File: src/rtl/core_test_monitor_pkg.sv
// Shared state encoding and default timing constants for the core test monitor.
package core_test_monitor_pkg;

    typedef enum logic [2:0] {
        MON_IDLE,
        MON_RUN,
        MON_DRAIN,
        MON_CHECK,
        MON_DONE
    } mon_state_e;

    localparam int MON_DEFAULT_TIMEOUT = 10000;
    localparam int MON_DEFAULT_DRAIN   = 8;

endpackage

File: src/rtl/core_test_monitor_shadow_rf.sv
// Shadow copy of the architectural register file, fed from the retire port.
module core_test_monitor_shadow_rf
    import core_test_monitor_pkg::*;
#(
    parameter int XLEN     = 32,
    parameter int NUM_REGS = 32
) (
    input  logic                        clk,
    input  logic                        reset,
    input  logic                        clear,
    input  logic                        we,
    input  logic [$clog2(NUM_REGS)-1:0] waddr,
    input  logic [XLEN-1:0]             wdata,
    input  logic [$clog2(NUM_REGS)-1:0] raddr,
    output logic [XLEN-1:0]             rdata
);

    logic [XLEN-1:0] regs_q [NUM_REGS];

    // NOTE: built from flops rather than RAM on purpose: both the async reset
    // and the one-cycle clear on start must zero every entry at once.
    always_ff @(posedge clk or negedge reset) begin
        if (!reset) begin
            for (int i = 0; i < NUM_REGS; i++) regs_q[i] <= '0;
        end else if (clear) begin
            for (int i = 0; i < NUM_REGS; i++) regs_q[i] <= '0;
        end else if (we && waddr != '0) begin
            regs_q[waddr] <= wdata;
        end
    end

    // x0 is hardwired; the read mux never looks at entry 0.
    assign rdata = (raddr == '0) ? '0 : regs_q[raddr];

endmodule

File: src/rtl/core_test_monitor.sv
// Retire-port monitor: detects program end, drains, then scores the shadow
// register file against a loadable expectation table.
module core_test_monitor
    import core_test_monitor_pkg::*;
#(
    parameter int XLEN           = 32,
    parameter int NUM_REGS       = 32,
    parameter int NUM_CHECKS     = 16,
    parameter int TIMEOUT_CYCLES = MON_DEFAULT_TIMEOUT,
    parameter int DRAIN_CYCLES   = MON_DEFAULT_DRAIN,
    parameter int CNT_W          = 32
) (
    input  logic                            clk,
    input  logic                            reset,
    input  logic                            start,
    input  logic                            wb_valid,
    input  logic [XLEN-1:0]                 wb_pc,
    input  logic                            wb_we,
    input  logic [$clog2(NUM_REGS)-1:0]     wb_rd,
    input  logic [XLEN-1:0]                 wb_data,
    input  logic                            wb_halt,
    input  logic                            exp_we,
    input  logic [$clog2(NUM_CHECKS)-1:0]   exp_idx,
    input  logic [$clog2(NUM_REGS)-1:0]     exp_rd,
    input  logic [XLEN-1:0]                 exp_val,
    input  logic                            exp_en,
    output logic                            done,
    output logic                            pass,
    output logic                            timeout,
    output logic [$clog2(NUM_CHECKS+1)-1:0] pass_count,
    output logic [$clog2(NUM_CHECKS+1)-1:0] fail_count,
    output logic [$clog2(NUM_CHECKS)-1:0]   first_fail_idx,
    output logic [XLEN-1:0]                 first_fail_actual,
    output logic [CNT_W-1:0]                cycle_count,
    output logic [CNT_W-1:0]                retire_count
);

    localparam int RW = $clog2(NUM_REGS);
    localparam int IW = $clog2(NUM_CHECKS);
    localparam int CW = $clog2(NUM_CHECKS + 1);
    localparam int DW = (DRAIN_CYCLES > 1) ? $clog2(DRAIN_CYCLES) : 1;

    localparam logic [CNT_W-1:0] TIMEOUT_LAST = CNT_W'(TIMEOUT_CYCLES - 1);
    localparam logic [DW-1:0]    DRAIN_LAST   = DW'(DRAIN_CYCLES - 1);
    localparam logic [IW-1:0]    CHECK_LAST   = IW'(NUM_CHECKS - 1);

    typedef struct packed {
        logic            en;
        logic [RW-1:0]   rd;
        logic [XLEN-1:0] val;
    } exp_entry_t;

    mon_state_e state_q, state_d;

    exp_entry_t      table_q [NUM_CHECKS];
    exp_entry_t      cur_entry;
    logic [XLEN-1:0] shadow_rdata;

    logic [XLEN-1:0]  last_pc_q;
    logic             last_pc_valid_q;
    logic [DW-1:0]    drain_cnt_q;
    logic [IW-1:0]    chk_idx_q;
    logic             done_q, pass_q, timeout_q;
    logic [CW-1:0]    pass_count_q, fail_count_q;
    logic [IW-1:0]    first_fail_idx_q;
    logic [XLEN-1:0]  first_fail_actual_q;
    logic [CNT_W-1:0] cycle_count_q, retire_count_q;

    logic wb_active, idle_or_done, halt_hit;
    logic start_ok, timeout_hit, entry_hit, entry_miss, pass_final;

    assign wb_active    = (state_q == MON_RUN) || (state_q == MON_DRAIN);
    assign idle_or_done = (state_q == MON_IDLE) || (state_q == MON_DONE);
    assign halt_hit     = wb_valid && (wb_halt || (last_pc_valid_q && wb_pc == last_pc_q));

    assign cur_entry  = table_q[chk_idx_q];
    assign entry_hit  = cur_entry.en && (shadow_rdata == cur_entry.val);
    assign entry_miss = cur_entry.en && (shadow_rdata != cur_entry.val);
    // Final verdict folds in the entry scored on the last CHECK cycle; empty tables never pass.
    assign pass_final = (fail_count_q == '0) && !entry_miss && ((pass_count_q != '0) || entry_hit);

    // NOTE: sequential state uses non-blocking assignments so every flop samples
    // the pre-edge values, independent of block ordering.
    always_ff @(posedge clk or negedge reset) begin
        if (!reset) state_q <= MON_IDLE;
        else        state_q <= state_d;
    end

    // NOTE: every output of this block gets a default first so no path leaves
    // one unassigned and infers a latch.
    always_comb begin
        state_d     = state_q;
        start_ok    = 1'b0;
        timeout_hit = 1'b0;
        unique case (state_q)
            MON_IDLE, MON_DONE: begin
                if (start) begin
                    state_d  = MON_RUN;
                    start_ok = 1'b1;
                end
            end
            MON_RUN: begin
                if (halt_hit) begin
                    state_d = MON_DRAIN;
                end else if (cycle_count_q >= TIMEOUT_LAST) begin
                    state_d     = MON_DONE;
                    timeout_hit = 1'b1;
                end
            end
            MON_DRAIN: begin
                if (drain_cnt_q == DRAIN_LAST) state_d = MON_CHECK;
            end
            MON_CHECK: begin
                if (chk_idx_q == CHECK_LAST) state_d = MON_DONE;
            end
            default: state_d = MON_IDLE;
        endcase
    end

    always_ff @(posedge clk or negedge reset) begin
        if (!reset) begin
            for (int i = 0; i < NUM_CHECKS; i++) table_q[i] <= '0;
        end else if (exp_we && idle_or_done) begin
            table_q[exp_idx] <= '{en: exp_en, rd: exp_rd, val: exp_val};
        end
    end

    core_test_monitor_shadow_rf #(
        .XLEN     (XLEN),
        .NUM_REGS (NUM_REGS)
    ) u_shadow_rf (
        .clk   (clk),
        .reset (reset),
        .clear (start_ok),
        .we    (wb_active && wb_valid && wb_we),
        .waddr (wb_rd),
        .wdata (wb_data),
        .raddr (cur_entry.rd),
        .rdata (shadow_rdata)
    );

    always_ff @(posedge clk or negedge reset) begin
        if (!reset) begin
            last_pc_q           <= '0;
            last_pc_valid_q     <= 1'b0;
            drain_cnt_q         <= '0;
            chk_idx_q           <= '0;
            done_q              <= 1'b0;
            pass_q              <= 1'b0;
            timeout_q           <= 1'b0;
            pass_count_q        <= '0;
            fail_count_q        <= '0;
            first_fail_idx_q    <= '0;
            first_fail_actual_q <= '0;
            cycle_count_q       <= '0;
            retire_count_q      <= '0;
        end else if (start_ok) begin
            last_pc_valid_q     <= 1'b0;
            drain_cnt_q         <= '0;
            chk_idx_q           <= '0;
            done_q              <= 1'b0;
            pass_q              <= 1'b0;
            timeout_q           <= 1'b0;
            pass_count_q        <= '0;
            fail_count_q        <= '0;
            first_fail_idx_q    <= '0;
            first_fail_actual_q <= '0;
            cycle_count_q       <= '0;
            retire_count_q      <= '0;
        end else begin
            if (wb_active) begin
                if (cycle_count_q != {CNT_W{1'b1}}) cycle_count_q <= cycle_count_q + CNT_W'(1);
                if (wb_valid) begin
                    if (retire_count_q != {CNT_W{1'b1}}) retire_count_q <= retire_count_q + CNT_W'(1);
                    last_pc_q       <= wb_pc;
                    last_pc_valid_q <= 1'b1;
                end
            end
            if (state_q == MON_DRAIN) drain_cnt_q <= drain_cnt_q + DW'(1);
            if (state_q == MON_CHECK) begin
                chk_idx_q <= chk_idx_q + IW'(1);
                if (entry_hit) pass_count_q <= pass_count_q + CW'(1);
                if (entry_miss) begin
                    fail_count_q <= fail_count_q + CW'(1);
                    if (fail_count_q == '0) begin
                        first_fail_idx_q    <= chk_idx_q;
                        first_fail_actual_q <= shadow_rdata;
                    end
                end
                if (state_d == MON_DONE) begin
                    done_q <= 1'b1;
                    pass_q <= pass_final;
                end
            end
            if (timeout_hit) begin
                done_q    <= 1'b1;
                timeout_q <= 1'b1;
            end
        end
    end

    assign done              = done_q;
    assign pass              = pass_q;
    assign timeout           = timeout_q;
    assign pass_count        = pass_count_q;
    assign fail_count        = fail_count_q;
    assign first_fail_idx    = first_fail_idx_q;
    assign first_fail_actual = first_fail_actual_q;
    assign cycle_count       = cycle_count_q;
    assign retire_count      = retire_count_q;

endmodule

File: config.mk
export PLATFORM = sky130hd
export DESIGN_NAME = core_test_monitor
export DESIGN_NICKNAME = d
export VERILOG_FILES = /design/src/rtl/core_test_monitor_pkg.sv /design/src/rtl/core_test_monitor_shadow_rf.sv /design/src/rtl/core_test_monitor.sv
export SDC_FILE = /design/constraint.sdc
export NUM_CORES = 2
export LEC_CHECK = 0
export CAP_MARGIN = 40
export CORE_ASPECT_RATIO = 1.75
export CORE_UTILIZATION = 62
export DETAILED_ROUTE_END_ITERATION = 8
export GPL_TIMING_DRIVEN = 1
export PLACE_DENSITY = 0.78
export SLEW_MARGIN = 0
export SYNTH_ARGS = -nofsm -noshare
export SYNTH_HDL_FRONTEND = slang
export SYNTH_SLANG_ARGS = --single-unit
File: constraint.sdc
create_clock -name clk -period 6.6 [get_ports clk]
set_input_delay 0.66 -clock clk [delete_from_list [all_inputs] [get_ports clk]]
set_output_delay 0.66 -clock clk [all_outputs]
set_load 0.01 [all_outputs]
After elaboration in Yosys (flattened, before gate mapping)
Cells that the tools add are included.
- $add $sub $neg: 6
- $lt $le $gt $ge: 7
- equal/unequal tests: 12
- muxes and demuxes: 63
- bitwise operators: 5
- reduce and logical (&&, ||, !) cells: 46
- operators by type and width (kind ; count):
    2-to-1 mux 1024 bit ; 2
    bitwise mux 1024 bit ; 1
    bitwise mux 608 bit ; 1
    2-to-1 mux 32 bit ; 15
    binary-select mux 32 bit (select 5 bit) ; 1
    demux 32 bit (select 5 bit) ; 1
    binary-select mux 38 bit (select 4 bit) ; 1
    demux 38 bit (select 4 bit) ; 1
    2-to-1 mux 38 bit ; 3
    adder 32 x 1 -> 32 bit, second input constant ; 2
    equality test 32 bit ; 2
    inequality test 32 bit, second input constant ; 2
    greater-or-equal comparator 32 x 14 -> 1 bit, second input constant ; 1
    inequality test 32 bit ; 1
    2-to-1 mux 5 bit ; 6
    2-to-1 mux 4 bit ; 6
    nonzero test 2 bit ; 12
    2-to-1 mux 3 bit ; 7
    2-to-1 mux 1 bit ; 17
    greater-or-equal comparator 6 bit, second input constant ; 2
    logical AND 1 bit ; 12
    NOT 5 -> 6 bit ; 2
    case mux 3 bit (4 select lines) ; 1
    AND reduction 2 bit ; 6
    other kinds (20) ; 34
- bits in registers: 1788
- input port bits: 118
- output and inout port bits: 113
- logic and storage cells: 233

Longest topological paths before layout
- depth after elaboration: 17
- mapped depth: 22
- mapped depth without buffers: 13

Hierarchy
A second synthesis with hierarchy kept.
- cells, all modules: 7708
- area total of the unflattened synthesis: 84328.4 µm²
- by module, submodules not included (module ; instances ; cells an instance ; area an instance (µm²) ; seq. area each (µm²)):
    core_test_monitor_shadow_rf ; 1 ; 5187 ; 48735.5 ; 25624.6
    core_test_monitor ; 1 ; 2521 ; 35592.9 ; 19118.3

Least setup slack after synthesis
No wires, ideal clock.
- path type: reg-to-reg
- from: register chk_idx_q[0]
- to: register pass_count_q[1], in the netlist pass_count[1]
- setup time: 0.136 ns
- arrival: 5.068 ns
- data required time: 6.464 ns
- setup slack: 1.396 ns
- stages on the path, launching flop included: 17
- buffers on the path: 8
- clock period less this slack: 5.204 ns
- cells stage by stage: dfrtp_1 buf_2 buf_6 buf_2 buf_2 buf_2 buf_2 buf_1 mux4_2 mux4_2 xor2_1 a2111oi_2 nand4_1 or4_4 buf_6 o21ai_1 a21oi_1
- cells in the longest elaborated chain, start to end: 13
- elaborated cells between the ends (all ways): 14
- classes of those cells: 1 x eq/ne; 7 x mux; 2 x bitwise; 4 x reduce/logical
- ends and longest elaborated chain (item ; line ; RTL):
    from (decl) ; core_test_monitor.sv:62 ; logic [IW-1:0] chk_idx_q;
    from (signal assigned) ; core_test_monitor.sv:181 ; chk_idx_q <= chk_idx_q + IW'(1);
    NOT 4 -> 5 bit (implied by the code) (*) ; core_test_monitor.sv:76 ; assign cur_entry = table_q[chk_idx_q];
    binary-select mux 38 bit (select 4 bit) (*) ; core_test_monitor.sv:76 ;
    2-to-1 mux 38 bit (implied by the code) (*) (2 in series) ; core_test_monitor.sv:76 ;
    NOT 5 -> 6 bit (implied by the code) ; core_test_monitor_shadow_rf.sv:33 ; assign rdata = (raddr == '0) ? '0 : regs_q[raddr];
    binary-select mux 32 bit (select 5 bit) ; core_test_monitor_shadow_rf.sv:33 ;
    2-to-1 mux 32 bit (implied by the code) (2 in series) ; core_test_monitor_shadow_rf.sv:33 ;
    2-to-1 mux 32 bit ; core_test_monitor_shadow_rf.sv:33 ;
    equality test 32 bit ; core_test_monitor.sv:77 ; assign entry_hit = cur_entry.en && (shadow_rdata == cur_entry.val);
    logical AND 1 bit (*) ; core_test_monitor.sv:77 ;
    nonzero test 2 bit (no line) (*) ; - ;
    AND reduction 2 bit (no line) (*) ; - ;
    to (signal assigned) ; core_test_monitor.sv:182 ; if (entry_hit) pass_count_q <= pass_count_q + CW'(1);
    to (decl) ; core_test_monitor.sv:64 ; logic [CW-1:0] pass_count_q, fail_count_q;
Mark *: on every way between the ends. The rest lies on a longest branch, timed or not. The select of a mux whose other input is x is not followed.
A chain may end at the register's enable or synchronous reset.

Worst setup path after layout
Ends and elaborated chain as after synthesis.

==> metrics.cfg <==
[status]
outcome=finished clean

[worst_setup_path]
cp_slowest_cell=or4_4
critical_path_required_ns=7.27
critPathBufInv=2
timing.critical_path.from_type=flip-flop
crit_top_cell=mux2i_1
worstSetupPathType=flip-flop to flip-flop
crit_fanout=58
path_cells=mux2_1 -> mux4_4 -> mux2_8 -> buf_12 -> buf_4 -> mux2i_1 -> mux2i_1 -> o221ai_1 -> o22ai_1 -> xor2_1 -> nor3_1 -> nand4_1 -> or4_4 -> o21ai_1 -> a21oi_1
max_stage_delay_ns=0.81
critPathTopFamily=multiplexers
crit_arrival_ns=7.13
end_kind=flip-flop

[yosys]
synth-seq-cells=1767
avgSynthCellArea_um2=9.91
synth_compound_area_share_pct=8.91
synth_edf_count=0
synthDistinctLibCells=72
synth-xor-area-share_pct=1.14
synthCells=8775
synth_area_um2=87000
async_flop_share_pct=100
syn-num-nets=8902
yosys_warnings=0
synth_simple_gate_area_share_pct=16.3
synth_top_cell_by_area=dfrtp_1
synth_flop_cell=dfrtp_1
synthAdderAreaFrac_pct=0.129
ys_top_cells_by_area=dfrtp_1 51%, nand2_1 11%, mux2_2 8.4%, a21oi_1 6.3%, mux2i_1 5.2%
synth_top_family_by_area=multiplexers
synth_top_area_share_pct=50.8
synth.area.mux_share_pct=18.9
ys_seq_area_share_pct=50.8

[drt]
num_vias=71700
antenna_left=0
drtPass1Iterations=9
detailedRoute.firstIterationViolations=9238
routed_wl_um=293000
post-route-drc-count=0
wl_per_cell_um=27.7
viasPerCell=6.77

[final_layout]
finalNonFillerCells=10600
finalNetCount=8754
multiInputGateArea_um2=39800
drive_above_1_share_pct=16.7
layout_commonest_cell=nand2_1
syn_to_final_growth_pct=11.4
final_cell_mix=2,507 x nand2_1, 1,763 x dfrtp_1, 1,101 x a21oi_1, 648 x mux2_2, 455 x mux2i_1
n_fill_cell=10100
regArea_um2=44200

[cts]
clockBufferDepth=3
clk_latency_ns=0.84
clock-root-buffer=clkbuf_16
clock_sinks=1767
numCtsBuffers=156
cts_tree=built
h-tree-depth=4
clkTransAtPathRegs_ns=0.06

[timing]
fin_skew_ns=0.0350
max_slew_margin_pct=18.4
finalMaxSlewViolations=0
max_freq_mhz=155
setup_viol=0
period_needed_ns=6.46
setup-tns-final_ns=0
worst_pin_slew_ns=1.22
finalCritPeriodShare_pct=97.9
rsz0062_at_grt=no
hold_viol_final=0

[power]
powerDensity_nw_per_um2=448
ir_worst_vdd_uv=478
p_leak_nw=41.6

[floorplan]
die_x_um=285
io_pins=231
fp.dieH_um=497
core_area_um2=139000
initial_core_util_pct=62.5
rows=181
die-area_um2=142000

[placement]
dp_hpwl_um=178000
io_buffers=230
place_congestion=0.934
dp.cells=10300

[global_route]
globalRouteTotalUtil_pct=41.4
grt_overflow=0
grt_max_degree=216
gr-usage-met3_pct=11.0
grt-busiest-layer=met2
grt_pass1_wl_um=442000
first_global_vias=72700
antenna_found_initial=11
met2_usage_pct=65.2
grt_use_met1_pct=46.5

[job]
drv_cap=0

[worst_hold_path]
min_path_type=input pin to async pin

-- power by group --
| group | leakage [nW] | switching [mW] | internal, mW | total [mW] |
|---|---|---|---|---|
| combinational | 14.9 | 12.0 | 7.05 | 19.0 |
| clock | 2.62 | 4.28 | 5.27 | 9.56 |
| sequential | 24.1 | 1.64 | 13.2 | 14.8 |
| total | 41.6 | 17.9 | 25.5 | 43.4 |
-- sequential cells by signal (all words and copies together) (netlist names), 3 cells and up --
register and count:
cycle_count 32, pass_count 5, chk_idx_q 4, last_pc_q 32
u_shadow_rf.regs_q 1003, retire_count 32, table_q 608, first_fail_idx 4
drain_cnt_q 3, state_q 3, first_fail_actual 32, fail_count 5
-- Yosys cell counts, drive strengths merged, types with 64 or more instances --
library cell  number
nor4              74
nand2           2516
nand3            201
nand2b            97
mux2             662
dfrtp           1767
mux4             195
buf              165
clkbuf           645
nor2             154
o21ai             64
mux2i            457
a21oi           1101
-- worst reg2reg max path: stages (launching register included) --
cell and delay (ns):
dfrtp_4 0.73, mux2_1 0.39, mux4_4 0.70, mux2_8 0.55, buf_12 0.39, buf_4 0.27
mux2i_1 0.19, mux2i_1 0.10, o221ai_1 0.66, o22ai_1 0.42, xor2_1 0.24, nor3_1 0.32
nand4_1 0.22, or4_4 0.81, o21ai_1 0.24, a21oi_1 0.09
-- logic make-up after synthesis --
family / after synthesis
and+or+nand+nor: 3338
DFF: 1767
AOI/OAI and AO/OA: 1411
muxes: 1314
buffers and inverters: 823
xor gates and xnor gates: 113
adders and majority gates: 9
-- layer usage --
layer / share of wire [%] / routed length [µm]
met1: 32 / 94700
met2: 47 / 137000
met3: 11 / 31500
met4: 10 / 29600
met5: 0.024 / 69
-- worst paths after layout --
check                                                       to  slack [ns]  depth (start not counted)                                 from
setup / recovery                     pass_count[1]$_DFFE_PN0P_        0.14                         15             chk_idx_q[0]$_DFFE_PN0P_
hold / removal             u_shadow_rf.regs_q[879]$_DFFE_PN0P_        0.42                          2                                reset
setup reg to reg                     pass_count[1]$_DFFE_PN0P_        0.14                         15             chk_idx_q[0]$_DFFE_PN0P_
hold reg to reg            u_shadow_rf.regs_q[999]$_DFFE_PN0P_        0.49                          1  u_shadow_rf.regs_q[999]$_DFFE_PN0P_
max in group asynchronous             table_q[466]$_DFFE_PN0P_        4.24                          4                                reset
min in group clk           u_shadow_rf.regs_q[826]$_DFFE_PN0P_        0.47                          3                          wb_data[26]
-- layout make-up --
class                      count  share of cell area (%)
timing repair buffer         504                    5.32
antenna                        5                  0.0129
clock buffer                 228                    4.80
sequential                  1767                    45.7
clock inverter                57                   0.660
multi-input combinational   6185                    41.1
inverter                      13                  0.0504
tap                         1830                    2.36
-- timing repair --
action,CTS,global route
gates resized for setup,0,2
setup endpoints to repair,0,42
buffers inserted,0,3
hold buffers,1,0
endpoints found under the hold margin,115,0
-- metrics by stage --
step / hold WS (ns) / setup WS, ns / utilization [%] / area [µm²] / power, mW
final: 0.422 / 0.142 / 69.6 / 96800 / 43.4
after global routing: 0.457 / 0.190 / 69.6 / 96800 / 44.6
after CTS: 0.424 / 0.145 / 69.6 / 96700 / 42.5
after detailed placement: 0.471 / 0.193 / 65.8 / 91500 / 33.0
after global placement: 0.468 / 0.262 / 65.3 / 90800 / 32.3
after floorplan: 0.364 / 1.40 / - / 87000 / 25.7
Note: power is estimated with default switching activity, not from simulation.
